[src/rtl/fetch_queue.sv]
// fetch_queue: PC-driven fetch front end with a DEPTH-entry prefetch queue; `define FETCH_PERF_EN adds perf counters
module fetch_queue #(
  parameter int AW = 16,
  parameter int IW = 32,
  parameter int DEPTH = 4,
  parameter logic [AW-1:0] RESET_PC = '0
) (
  input  logic                       clk,
  input  logic                       reset,
  input  logic                       jmp_en,
  input  logic [AW-1:0]              jmp_loc,
  output logic                       pm_en,
  output logic [AW-1:0]              pm_addr,
  input  logic [IW-1:0]              pm_data,
  output logic [IW-1:0]              ins,
  output logic [AW-1:0]              ins_pc,
  output logic                       ins_valid,
  input  logic                       ins_ready,
  output logic [$clog2(DEPTH+1)-1:0] q_count
`ifdef FETCH_PERF_EN
  ,
  output logic [31:0]                perf_ins,
  output logic [31:0]                perf_flush
`endif
);
  localparam int PW = $clog2(DEPTH);
  localparam int CW = $clog2(DEPTH+1);
  logic [AW-1:0] fpc, infl_pc;
  logic infl, push, pop;
  logic [PW-1:0] wr_ptr, rd_ptr;
  logic [CW-1:0] count;
  logic [CW:0] occ;
  logic [IW-1:0] q_ins [DEPTH];
  logic [AW-1:0] q_pc [DEPTH];
  // reads still in flight hold a reserved slot, so a response never overflows
  assign occ = {1'b0, count} + {{CW{1'b0}}, infl};
  assign pm_en = reset & ~jmp_en & (occ < (CW+1)'(DEPTH));
  assign pm_addr = fpc;
  assign push = infl & ~jmp_en;
  assign ins_valid = (count != '0) & ~jmp_en;
  assign pop = ins_valid & ins_ready;
  assign ins = q_ins[rd_ptr];
  assign ins_pc = q_pc[rd_ptr];
  assign q_count = count;
  always_ff @(posedge clk or negedge reset)
    if (!reset) begin
      fpc <= RESET_PC;
      infl_pc <= RESET_PC;
      infl <= 1'b0;
      wr_ptr <= '0;
      rd_ptr <= '0;
      count <= '0;
    end else if (jmp_en) begin
      fpc <= jmp_loc;
      infl <= 1'b0;
      wr_ptr <= '0;
      rd_ptr <= '0;
      count <= '0;
    end else begin
      infl <= pm_en;
      if (pm_en) begin
        infl_pc <= fpc;
        fpc <= fpc + 1'b1;
      end
      if (push) wr_ptr <= wr_ptr + 1'b1;
      if (pop) rd_ptr <= rd_ptr + 1'b1;
      count <= count + CW'(push) - CW'(pop);
    end
  always_ff @(posedge clk)
    if (push) begin
      q_ins[wr_ptr] <= pm_data;
      q_pc[wr_ptr] <= infl_pc;
    end
`ifdef FETCH_PERF_EN
  always_ff @(posedge clk or negedge reset)
    if (!reset) begin
      perf_ins <= '0;
      perf_flush <= '0;
    end else begin
      if (pop && ~&perf_ins) perf_ins <= perf_ins + 1'b1;
      if (jmp_en && ~&perf_flush) perf_flush <= perf_flush + 1'b1;
    end
`endif
endmodule

[config.mk]
export PLATFORM = sky130hd
export DESIGN_NAME = fetch_queue
export DESIGN_NICKNAME = d
export VERILOG_FILES = /design/src/rtl/fetch_queue.sv
export SDC_FILE = /design/constraint.sdc
export NUM_CORES = 1
export LEC_CHECK = 0
export CAP_MARGIN = 20
export CORE_ASPECT_RATIO = 1.5
export CORE_MARGIN = 5
export CORE_UTILIZATION = 40
export CTS_CLUSTER_SIZE = 30
export DETAILED_ROUTE_END_ITERATION = 12
export GPL_TIMING_DRIVEN = 0
export HOLD_SLACK_MARGIN = 0.15
export PLACE_DENSITY_LB_ADDON = 0.08
export RECOVER_POWER = 100
export SKIP_CTS_REPAIR_TIMING = 1
export SYNTH_ARGS = -nofsm -noshare
export SYNTH_HDL_FRONTEND = slang
export SYNTH_SLANG_ARGS = --single-unit
export TNS_END_PERCENT = 10
[constraint.sdc]
create_clock -name clk -period 6.3 [get_ports clk]
set_input_delay 0.945 -clock clk [delete_from_list [all_inputs] [get_ports clk]]
set_output_delay 0.945 -clock clk [all_outputs]
set_load 0.01 [all_outputs]
==> out/summary.txt <==
RUN STATUS
------------------------------------------------------------------------------
Outcome                                                           complete, but fails checks
Violated checks                                                   max-capacitance violations, max-slew violations

FLOORPLAN
------------------------------------------------------------------------------
Core area                                                            22200 um2
Overall die area                                                     25600 um2
Row Count                                                                   67
Top-level port count                                                       121
Die boundary width                                                      132 um
Die height                                                              193 um
Starting utilization of the core area                                    40.4%

STA
------------------------------------------------------------------------------
Slew Viols, Final                                                          158
Pin slew with the least headroom to its limit                          3.82 ns
Slew HR                                                                  -155%
Maximum achievable frequency                                         0.208 GHz
Post-route minimum period                                              4.82 ns
Setup repair after global routing missed its margin                      false
Post-route fraction of the period consumed by the critical path          76.5%
Final setup viols                                                            0
Hold violation count in the final report                                     0
Post-Route Skew                                                      0.0156 ns
Setup_tns                                                                 0 ns
Worst setup margin                                                     1.48 ns

SYNTH
------------------------------------------------------------------------------
FFs w/ async S/R, synth                                                  17.2%
Number of storage elements in the synthesis netlist                        232
Number of synthesis warnings                                                 0
Dominant cells by area after synthesis                            sky130_fd_sc_hd__edfxtp_1 64%, sky130_fd_sc_hd__mux4_2 12%, sky130_fd_sc_hd__dfrtp_1 11%
Post-synth top area cell                                          sky130_fd_sc_hd__edfxtp_1
Count of flip-flops with a built-in enable after synthesis                 192
Number of distinct library cells after synthesis                            40
Number of instances in the synthesized netlist                             451
Number of nets in the synthesized netlist                                  512
Most common flop cell mapped by yosys                             sky130_fd_sc_hd__edfxtp_1
Proportion of synthesized chip area in sequential cells                  75.4%
Synth Area per Inst                                                   19.9 um2
Synthesized area                                                      8980 um2
Area share of the leading cell type in the synthesized netlist           64.2%

POWER AND IR DROP
------------------------------------------------------------------------------
Total power of the final layout                                        4090 uW
Leakage                                                             0.00372 uW
PD cells                                                            363 nW/um2
Peak VDD IR                                                         0.000236 V

ROUTE
------------------------------------------------------------------------------
Total Wirelength                                                      18700 um
Iteration-0 DRC count of the detailed router                               311
Routed vias/inst                                                          5.30
Via count                                                                 4711
Count of unresolved DRC violations after routing                             0
Count of TritonRoute iterations in the first routing pass                    4
Final routed wire length divided by cell count                         21.0 um
Final ANT Viol Nets                                                          0

FLOW RUN
------------------------------------------------------------------------------
Count of max-cap constraint violations                                       4

CLOCK NETWORK
------------------------------------------------------------------------------
Clk_lat worst skew                                                     0.50 ns
Depth of the CTS H-tree                                                      1
Clk sinks                                                                  232
Max Buffers Root-to-Sink                                                     3
Root buffer cell                                                  sky130_fd_sc_hd__clkbuf_16
Clock-pin slew on the worst setup and hold paths                       0.07 ns
Number of buffers created by CTS                                            22
TritonCTS clock tree                                                     built

LAYOUT
------------------------------------------------------------------------------
Final net count                                                            658
Share of cells above drive strength 1                                    17.0%
FILL cells                                                                1835
Area grow syn2layout                                                     25.4%
N_diodes                                                                     0

MIN PATH
------------------------------------------------------------------------------
Type of the worst min-delay path                                      in2async

GLOBAL ROUTE
------------------------------------------------------------------------------
Wire length of the first global-routing pass                          29600 um
Number of global-route vias before repair                                 5225
Tot GR Track Use                                                         14.5%
Congestion Overflow GR                                                       0
Pin count of the biggest net entering global routing                        49
Antenna violations before repair                                             0

PLACED DESIGN
------------------------------------------------------------------------------
Detailed placement HPWL                                               12000 um
Count of input and output buffers                                          119
Routability congestion estimate from global placement                    0.859
Dpl ws                                                                 2.39 ns

SETUP PATH
------------------------------------------------------------------------------
Start-to-end type of the worst setup path                               in2out
Data arrival at the endpoint of the critical path                      3.87 ns
Logic depth of the worst register-to-register path                           3
Data required, critical path                                           5.35 ns
Endpoint of the most critical setup path                                 pm_en
Worst Path Max Fanout                                                       39
Setup crit start                                                         reset
Critical path endpoint category                                   primary output
Worst setup slack for register-to-register paths                       2.20 ns
Reg-to-reg critical path endpoint                                   q_pc[1][7]
Startpoint type of the worst setup path                             input port
Source of the worst register-to-register timing path                      infl

==> worst min-delay path by stage <==
stage                     cells past startpoint          end  slack [ns]  startpoint
after floorplan                               0   q_pc[0][0]        0.47  infl_pc[0]
after CTS                                     1  infl_pc[10]        0.25       reset
after global routing                          1  infl_pc[10]        0.33       reset
final                                         1  infl_pc[10]        0.33       reset
after global placement                        0   q_pc[1][5]        0.49  infl_pc[5]
after detailed placement                      0   q_pc[2][2]        0.51  infl_pc[2]
==> registers in the layout, indices dropped and copies added, names as in the netlist <==
name     count
q_ins      128
infl         1
rd_ptr       2
q_pc        64
infl_pc     16
q_count      3
pm_addr     16
wr_ptr       2
==> cell usage after synthesis (4+ instances only) <==
master / instances
sky130_fd_sc_hd__a31oi_1: 13
sky130_fd_sc_hd__and2_1: 4
sky130_fd_sc_hd__buf_2: 8
sky130_fd_sc_hd__clkbuf_1: 8
sky130_fd_sc_hd__dfrtp_1: 40
sky130_fd_sc_hd__edfxtp_1: 192
sky130_fd_sc_hd__ha_1: 8
sky130_fd_sc_hd__inv_1: 11
sky130_fd_sc_hd__mux2_2: 16
sky130_fd_sc_hd__mux4_2: 48
sky130_fd_sc_hd__nand2_1: 7
sky130_fd_sc_hd__nand3_1: 8
sky130_fd_sc_hd__nand4_1: 6
sky130_fd_sc_hd__nor2_1: 28
sky130_fd_sc_hd__o21ai_0: 6
sky130_fd_sc_hd__o41ai_1: 4
sky130_fd_sc_hd__or3_1: 4
==> cell families after synthesis <==
| kind of cell | share of synthesized area, % |
|---|---|
| DFF | 75.4 |
| and+or+nand+nor | 4.29 |
| muxes | 14.3 |
| AOI/OAI and AO/OA | 2.73 |
| buffers and inverters | 1.49 |
| adders and majority gates | 1.34 |
| xor gates and xnor gates | 0.488 |
==> report_power, final <==
part / leakage, uW / switching [uW] / internal, uW
clock: 0.000374 / 541 / 789
combinational: 0.00115 / 382 / 454
sequential: 0.00220 / 97.1 / 1820
==> area by class of cell <==
class                      instances  area (um2)  share of cell area, %
multi-input combinational        187        2060                   18.3
clock inverter                     7        36.3                  0.322
inverter                          12        45.0                  0.400
sequential                       232        6770                   60.1
clock buffer                      33         717                   6.37
buffer                            20        76.3                  0.678
tap                              276         345                   3.07
timing repair buffer             122        1210                   10.8
==> routing by layer <==
metal / GRT usage [%] / vias up / wire [um]
met3: 3.09 / 27 / 1130
met4: 3.51 / 0 / 340
li1: - / 2114 / -
met5: 0 / - / 0
met1: 17.8 / 2407 / 7300
met2: 26.0 / 163 / 9910
==> stage by stage <==
step	instances	util (%)	hold slack, ns	area, um2
CTS	889	51.0	0.247	11300
global route	889	50.7	0.334	11300
detailed placement	849	47.6	0.508	10600
floorplan	451	-	0.472	8980
global placement	846	47.3	0.488	10500
finish	889	50.7	0.330	11300
==> critical path, stage by stage <==
cell and delay [ns]:
sky130_fd_sc_hd__clkbuf_1 0.29, sky130_fd_sc_hd__buf_12 0.27, sky130_fd_sc_hd__inv_1 0.06, sky130_fd_sc_hd__o32a_1 0.43, sky130_fd_sc_hd__nor2_1 0.62, sky130_fd_sc_hd__clkbuf_1 0.54
sky130_fd_sc_hd__dlygate4sd3_1 0.70
==> placed cells by master, fill, tap and decap left out, drive strengths merged, types with 3 or more instances in the layout <==
cell           count
nor2              29
and2               4
clkdlybuf4s50     22
mux2              16
nand3              8
o41ai              4
mux4              48
nand4b             3
edfxtp           192
o21ai              6
ha                 8
clkinv             7
nand4              6
or3                4
dlygate4sd3       96
a31oi             13
inv               11
buf                5
nand2              7
xor2               3
clkbuf            52
o31ai              3
dfrtp             40
(Power assumes the default switching activity.)
